## src/rtl/ysyx_23060203_ifu.sv

```systemverilog
// ysyx_23060203_ifu: fetch FSM, AR/R read port, {inst,pc} to decoder.
// Ports: clk/rst, ifu_ar*/ifu_r* bus, inst/pc/out_* out, dnpc_* in, perf_*.
// Macro YSYX_23060203_IFU_PERF_EN adds fetch and bus-stall counters.
module ysyx_23060203_ifu #(
  parameter logic [31:0] RESET_PC = 32'h8000_0000
) (
  input  logic        clk,
  input  logic        rst,
  output logic [31:0] ifu_araddr,
  output logic        ifu_arvalid,
  input  logic        ifu_arready,
  input  logic [31:0] ifu_rdata,
  input  logic [1:0]  ifu_rresp,
  input  logic        ifu_rvalid,
  output logic        ifu_rready,
  output logic [31:0] inst,
  output logic [31:0] pc,
  output logic        out_valid,
  input  logic        out_ready,
  input  logic [31:0] dnpc,
  input  logic        dnpc_valid,
  output logic        dnpc_ready,
  output logic [31:0] perf_fetch,
  output logic [31:0] perf_stall
);

  typedef enum logic [1:0] {
    S_REQ,
    S_RESP,
    S_OUT,
    S_NPC
  } state_e;

  state_e      state_q, state_d;
  logic [31:0] pc_q, pc_d;
  logic [31:0] inst_q, inst_d;

  logic ar_fire;
  logic r_fire;

  assign ar_fire = (state_q == S_REQ) && ifu_arready;
  assign r_fire  = (state_q == S_RESP) && ifu_rvalid;

  always_comb begin
    state_d = state_q;
    pc_d    = pc_q;
    inst_d  = inst_q;
    unique case (state_q)
      S_REQ: begin
        if (ifu_arready) state_d = S_RESP;
      end
      S_RESP: begin
        if (ifu_rvalid) begin
          inst_d  = ifu_rdata;
          state_d = S_OUT;
        end
      end
      S_OUT: begin
        if (out_ready) state_d = S_NPC;
      end
      S_NPC: begin
        if (dnpc_valid) begin
          pc_d    = dnpc;
          state_d = S_REQ;
        end
      end
      default: state_d = S_REQ;
    endcase
  end

  always_ff @(posedge clk) begin
    if (rst) begin
      state_q <= S_REQ;
      pc_q    <= RESET_PC;
      inst_q  <= 32'h0;
    end else begin
      state_q <= state_d;
      pc_q    <= pc_d;
      inst_q  <= inst_d;
    end
  end

  // pc keeps dnpc[1:0]; only the bus address is word aligned
  assign ifu_araddr  = {pc_q[31:2], 2'b00};
  assign ifu_arvalid = (state_q == S_REQ);
  assign ifu_rready  = (state_q == S_RESP);
  assign out_valid   = (state_q == S_OUT);
  assign dnpc_ready  = (state_q == S_NPC);
  assign inst        = inst_q;
  assign pc          = pc_q;

  // response code is not acted on
  logic unused_rresp;
  assign unused_rresp = ^ifu_rresp;

`ifdef YSYX_23060203_IFU_PERF_EN
  logic [31:0] fetch_q, fetch_d;
  logic [31:0] stall_q, stall_d;
  logic        stall_cyc;

  assign stall_cyc = ((state_q == S_REQ) && !ifu_arready) ||
                     ((state_q == S_RESP) && !ifu_rvalid);

  always_comb begin
    fetch_d = fetch_q;
    stall_d = stall_q;
    if (r_fire)    fetch_d = fetch_q + 32'd1;
    if (stall_cyc) stall_d = stall_q + 32'd1;
  end

  always_ff @(posedge clk) begin
    if (rst) begin
      fetch_q <= 32'h0;
      stall_q <= 32'h0;
    end else begin
      fetch_q <= fetch_d;
      stall_q <= stall_d;
    end
  end

  assign perf_fetch = fetch_q;
  assign perf_stall = stall_q;

  logic unused_ar;
  assign unused_ar = ar_fire;
`else
  assign perf_fetch = 32'h0;
  assign perf_stall = 32'h0;

  logic unused_fire;
  assign unused_fire = ar_fire ^ r_fire;
`endif

endmodule

```

## config.mk

```make
export PLATFORM = sky130hd
export DESIGN_NAME = ysyx_23060203_ifu
export DESIGN_NICKNAME = d
export VERILOG_FILES = /design/src/rtl/ysyx_23060203_ifu.sv
export SDC_FILE = /design/constraint.sdc
export NUM_CORES = 1
export LEC_CHECK = 0
export ABC_AREA = 1
export CAP_MARGIN = 10
export CORE_MARGIN = 2
export CORE_UTILIZATION = 37
export CTS_BUF_LIST = sky130_fd_sc_hd__clkbuf_8 sky130_fd_sc_hd__clkbuf_16
export CTS_CLUSTER_SIZE = 12
export DETAILED_ROUTE_END_ITERATION = 16
export GPL_TIMING_DRIVEN = 0
export PLACE_DENSITY = 0.95
export RECOVER_POWER = 25
export SYNTH_ARGS = -nofsm -noshare
export SYNTH_HDL_FRONTEND = slang
export SYNTH_SLANG_ARGS = --single-unit
```

## constraint.sdc

```tcl
create_clock -name clk -period 1.7 [get_ports clk]
set_input_delay 0.34 -clock clk [delete_from_list [all_inputs] [get_ports clk]]
set_output_delay 0.34 -clock clk [all_outputs]
set_load 0.02 [all_outputs]
```

-- Yosys cells after proc, flatten, opt, wreduce, memory -nomap -nowiden
Cells that the tools add are included.
- word-level logic and storage cells: 19
- input port bits: 72
- flip-flop bits (word level): 66
- output and inout port bits: 164
- mux-type cells: 5
- equal/unequal tests: 7
- reductions and logical operators: 4
- operators by type and width (operator ; number):
    2-to-1 mux 2 bit ; 4
    case mux 2 bit (4 select lines) ; 1
    equality test 2 bit (second input constant) ; 2
    inequality test 2 x 1 -> 1 bit (second input constant) ; 2
    inequality test 2 bit (second input constant) ; 2
    AND reduction 2 bit ; 2
    AND reduction 4 bit ; 1
    equality test 2 x 1 -> 1 bit (second input constant) ; 1
    zero test 2 bit ; 1

-- Longest topological paths before layout
Gate-level depths: netlist (run 1).
- word-level depth: 3
- gate-level depth with buffers: 8
- gate-level depth less buffers: 8

-- Least setup slack after synthesis (run 1)
No wires, ideal clock.
- path kind: reg-to-reg
- start point: reg state_q[1]
- end point: reg inst_q[10], in the netlist inst[10]
- cell stages (with the launch flop): 7
- data required time: 1.584 ns
- clock period less this slack: 1.275 ns
- setup time: 0.116 ns
- setup slack: 0.425 ns
- path buffers: 1
- arrival: 1.159 ns
- cell sequence: dfxtp_1 -> inv_1 -> ha_1 -> nand2_2 -> clkbuf_2 -> o21ai_0 -> nor2_1
- cells in the longest elaborated chain, start to end: 2
- RTL lines (what ; line ; source):
    from (decl) ; 34 ; state_e state_q, state_d;
    from (signal assigned) ; 77 ; state_q <= state_d;
    equality test 2 x 1 -> 1 bit ; n/a ;
    named net ifu_rready ; 15 ; output logic ifu_rready,
    AND reduction 2 bit (no line) ; n/a ;
    to (signal assigned) ; 79 ; inst_q <= inst_d;
    to (decl) ; 36 ; logic [31:0] inst_q, inst_d;
The timed path passes the listed nets, and every way through them passes these cells.
A chain may end at the register's enable or synchronous reset.

-- Worst setup path after layout (run 1)
- start point: reg pc_q[7], in the netlist pc[7]
- end point: out ifu_araddr[7]
- RTL lines (what ; line ; source):
    from (decl) ; 35 ; logic [31:0] pc_q, pc_d;
    from (signal assigned) ; 78 ; pc_q <= pc_d;
    to (decl) ; 9 ; output logic [31:0] ifu_araddr,
No word-level cell between the ends.

==> results.md, run 1 <==
- Outcome: finished clean
- Synth Register Bits: 66
- Grt ovf: 0
- I/O pin cnt: 236
- Die area: between 9000 and 10000 um^2
- Pleak: 0.00251 uW
- Fmax: 604 MHz
- Num CTS Buffers: 9
- # Post-CTS Setup Buffers: 0
- Crit path capture: ifu_araddr[7]
- Commonest cells after routing, fill and taps aside: 131 x nor2_1, 112 x clkdlybuf4s50_1, 97 x buf_4, 66 x conb_1, 65 x dfxtp_1
- Share of layout cells above drive strength 1: 0.206
- Layout Cells excl Fill: approximately 760
- Cts repair resizes: 39
- CTS H-Tree Depth: 3
- Crit path capture type: output port
- Crit-path leading delay family: buffers and inverters
- Clock-pin transition on the worst setup and hold timing paths: around 0.07 ns
- Mapped Cells: just over 400
- DR iter-0 viols: 60
- Slowest stage delay, CP: 0.62 ns
- Std-Cell Rows: 33
- Initial antenna violation count: 0
- Reg-to-reg endpoint: pc[30]
- Die Wd: between 90 and 100 um
- Sequential fraction of the synthesis area: 0.421
- Drt first pass iters: 4
- Hold Violations, Final: 0
- Placed insts: between 700 and 800
- RSZ-0062 raised after global routing: false
- Compound-cell area share of the yosys netlist: 0.100
- Mux cell area share after synthesis: 0
- Critical R2R Launch: state_q[0]
- CP cell instances: clkdlybuf4s50_1
- Clock Root Buffer: clkbuf_8
- Final period util: 0.974
- Core ar.: roughly 8200 um^2
- # port buffers: around 170
- Critical path arrival: approximately 1.3 ns
- Vias in the first global route: 2831
- Total track usage: 0.189
- Area of the mapped netlist: 3140 um^2
- Synth Area in XOR/XNOR: 0
- CTS tree: yes
- Crit Path Max Fanout: 3
- Fin nets: a little over 700
- Final Critical Period: ~1.7 ns
- Vias after detailed routing: between 3000 and 4000
- Clk buf depth: 2
- Final setup viols: 0
- Pwr Total: 5510 uW
- Hpwl dp: ~7300 um
- Via density per instance: just over 4
- Critical path class: flip-flop to output port
- Avg Inst Size Synth: approximately 7.7 um^2
- Later-pin clock latency in the skew report: 0.33 ns
- Initial core utilization: 0.382
- Post-Synth Simple-Gate Area: 0.178
- CP startpoint: pc[7]
- GP Congestion: around 0.8
- Worst Setup Start Kind: flip-flop
- Hold crit path type: flip-flop to flip-flop
- Post-DRT Antenna Nets: 0
- Diode count: 0
- Slowest CP cell: clkdlybuf4s50_1
- Max-Cap Viols: 0
- Synth-to-Final Area Change: 64.7%
- Yosys Warn Count: 0
- First-pass GRT wire length: around 13000 um
- R2R depth: 6
- CP required: ~1.4 ns
- Leading cell type in the layout, fill and taps excluded: nor2_1
- WL per Instance: roughly 12 um
- Worst path depth: 1
- Pins Over Slew Limit: 0
- P per Cell Area: 1060 nW/um^2
- Hold_buf cts: 0
- Combined buffer and inverter count along the critical path: 1
- Post-route DRC: 0
- Post-Synth Adder-Cell Area: 0.0159
- Pin count of the biggest net entering global routing: 12
- R2R setup slack: around 0.26 ns
- Die height: just under 100 um
- Total wire length: between 9000 and 10000 um
- Setup TNS: 0 ns
- CTS sink count: 66
- Largest family of logic cells by synthesized area: buffers and inverters
- Final clock skew: roughly 0.0074 ns
- Netlist cell types: 17
- Peak VDD IR: a little under 0.4 mV
==> how the worst min path moves through the flow <==
stage,start,end,cells after the start
6_report,inst[31],inst[31],2
5_1_grt,inst[30],inst[30],2
4_1_cts,inst[31],inst[31],2
3_5_place_dp,inst[31],inst[31],2
3_3_place_gp,inst[31],inst[31],2
2_1_floorplan,dnpc[31],pc[31],2
==> synthesized netlist by cell type <==
cell	count	area share
nand3_1	1	0.0016
o21ai_1	12	0.019
nor2_1	131	0.16
buf_6	6	0.022
conb_1	1	0.0012
nand2_2	2	0.0040
ha_1	4	0.016
nor2_2	1	0.0020
buf_2	5	0.0080
inv_1	7	0.0084
inv_2	3	0.0036
o21ai_0	51	0.081
nand2_1	12	0.014
dfxtp_1	66	0.42
buf_4	97	0.23
clkbuf_2	5	0.0080
clkbuf_1	2	0.0024
==> power breakdown <==
group	switching [uW]	internal, uW
Sequential	180	1830
Clock	605	556
Combinational	1280	1060
==> flip-flops by register name (all words and copies together) (netlist names) <==
| register | flops |
|---|---|
| state_q | 2 |
| inst | 32 |
| pc | 32 |
==> routing by layer <==
| layer | global-route usage | routed length (um) |
|---|---|---|
| met3 | 0.0572 | 817 |
| met5 | 0 | 0 |
| met2 | 0.350 | 4780 |
| met1 | 0.194 | 3260 |
| met4 | 0.0869 | 250 |
==> final cells by class <==
class / count / area [um^2]
clock buffers: 10 / 138
plain buffers: 115 / 835
flip-flops and latches: 66 / 1320
multi-input cells: 280 / 1170
clock inverters: 6 / 33.8
fillers: 749 / 3040
well taps: 105 / 131
repair buffers: 167 / 1510
inverters: 10 / 37.5
==> kinds of logic (layout without fill, tap and decap cells) <==
logic type / Yosys count / in the layout
other: 1 / 66
AO/OA/AOI/OAI: 63 / 63
adder cells (fa/ha/maj): 4 / 4
AND/OR/NAND/NOR: 147 / 147
flip-flops: 66 / 66
buffers and inverters: 125 / 308
==> metrics by stage <==
step | setup WS, ns | hold slack (ns) | utilization | instance area [um^2]
after global placement | 0.127 | 0.463 | 0.631 | 5190
after CTS | 0.000336 | 0.488 | 0.648 | 5320
after detailed placement | 0.0743 | 0.471 | 0.631 | 5190
final | 0.0450 | 0.480 | 0.630 | 5170
after global routing | 0.00302 | 0.511 | 0.630 | 5170
after floorplan | 0.425 | 0.453 | - | 3390
No activity file was read; power rests on OpenSTA's default activity.
==> inputs of run 2 (changes only) <==
--- a/config.mk
+++ b/config.mk
@@ -6,6 +6,7 @@
 export NUM_CORES = 1
 export LEC_CHECK = 0
 export ABC_AREA = 1
+export ABC_CLOCK_PERIOD_IN_PS = 1700
 export CAP_MARGIN = 10
 export CORE_MARGIN = 2
 export CORE_UTILIZATION = 37
==> results of run 2 <==
Final layout, timing and power as in run 1 (identical DEF).
==> inputs of run 3 (changes only) <==
--- a/config.mk
+++ b/config.mk
@@ -7,11 +7,11 @@
 export LEC_CHECK = 0
 export ABC_AREA = 1
 export ABC_CLOCK_PERIOD_IN_PS = 1700
-export CAP_MARGIN = 10
+export CAP_MARGIN = 15
 export CORE_MARGIN = 2
 export CORE_UTILIZATION = 37
 export CTS_BUF_LIST = sky130_fd_sc_hd__clkbuf_8 sky130_fd_sc_hd__clkbuf_16
-export CTS_CLUSTER_SIZE = 12
+export CTS_CLUSTER_SIZE = 8
 export DETAILED_ROUTE_END_ITERATION = 16
 export GPL_TIMING_DRIVEN = 0
 export PLACE_DENSITY = 0.95
==> results of run 3 <==
Final layout, timing and power as in run 1 (identical DEF).
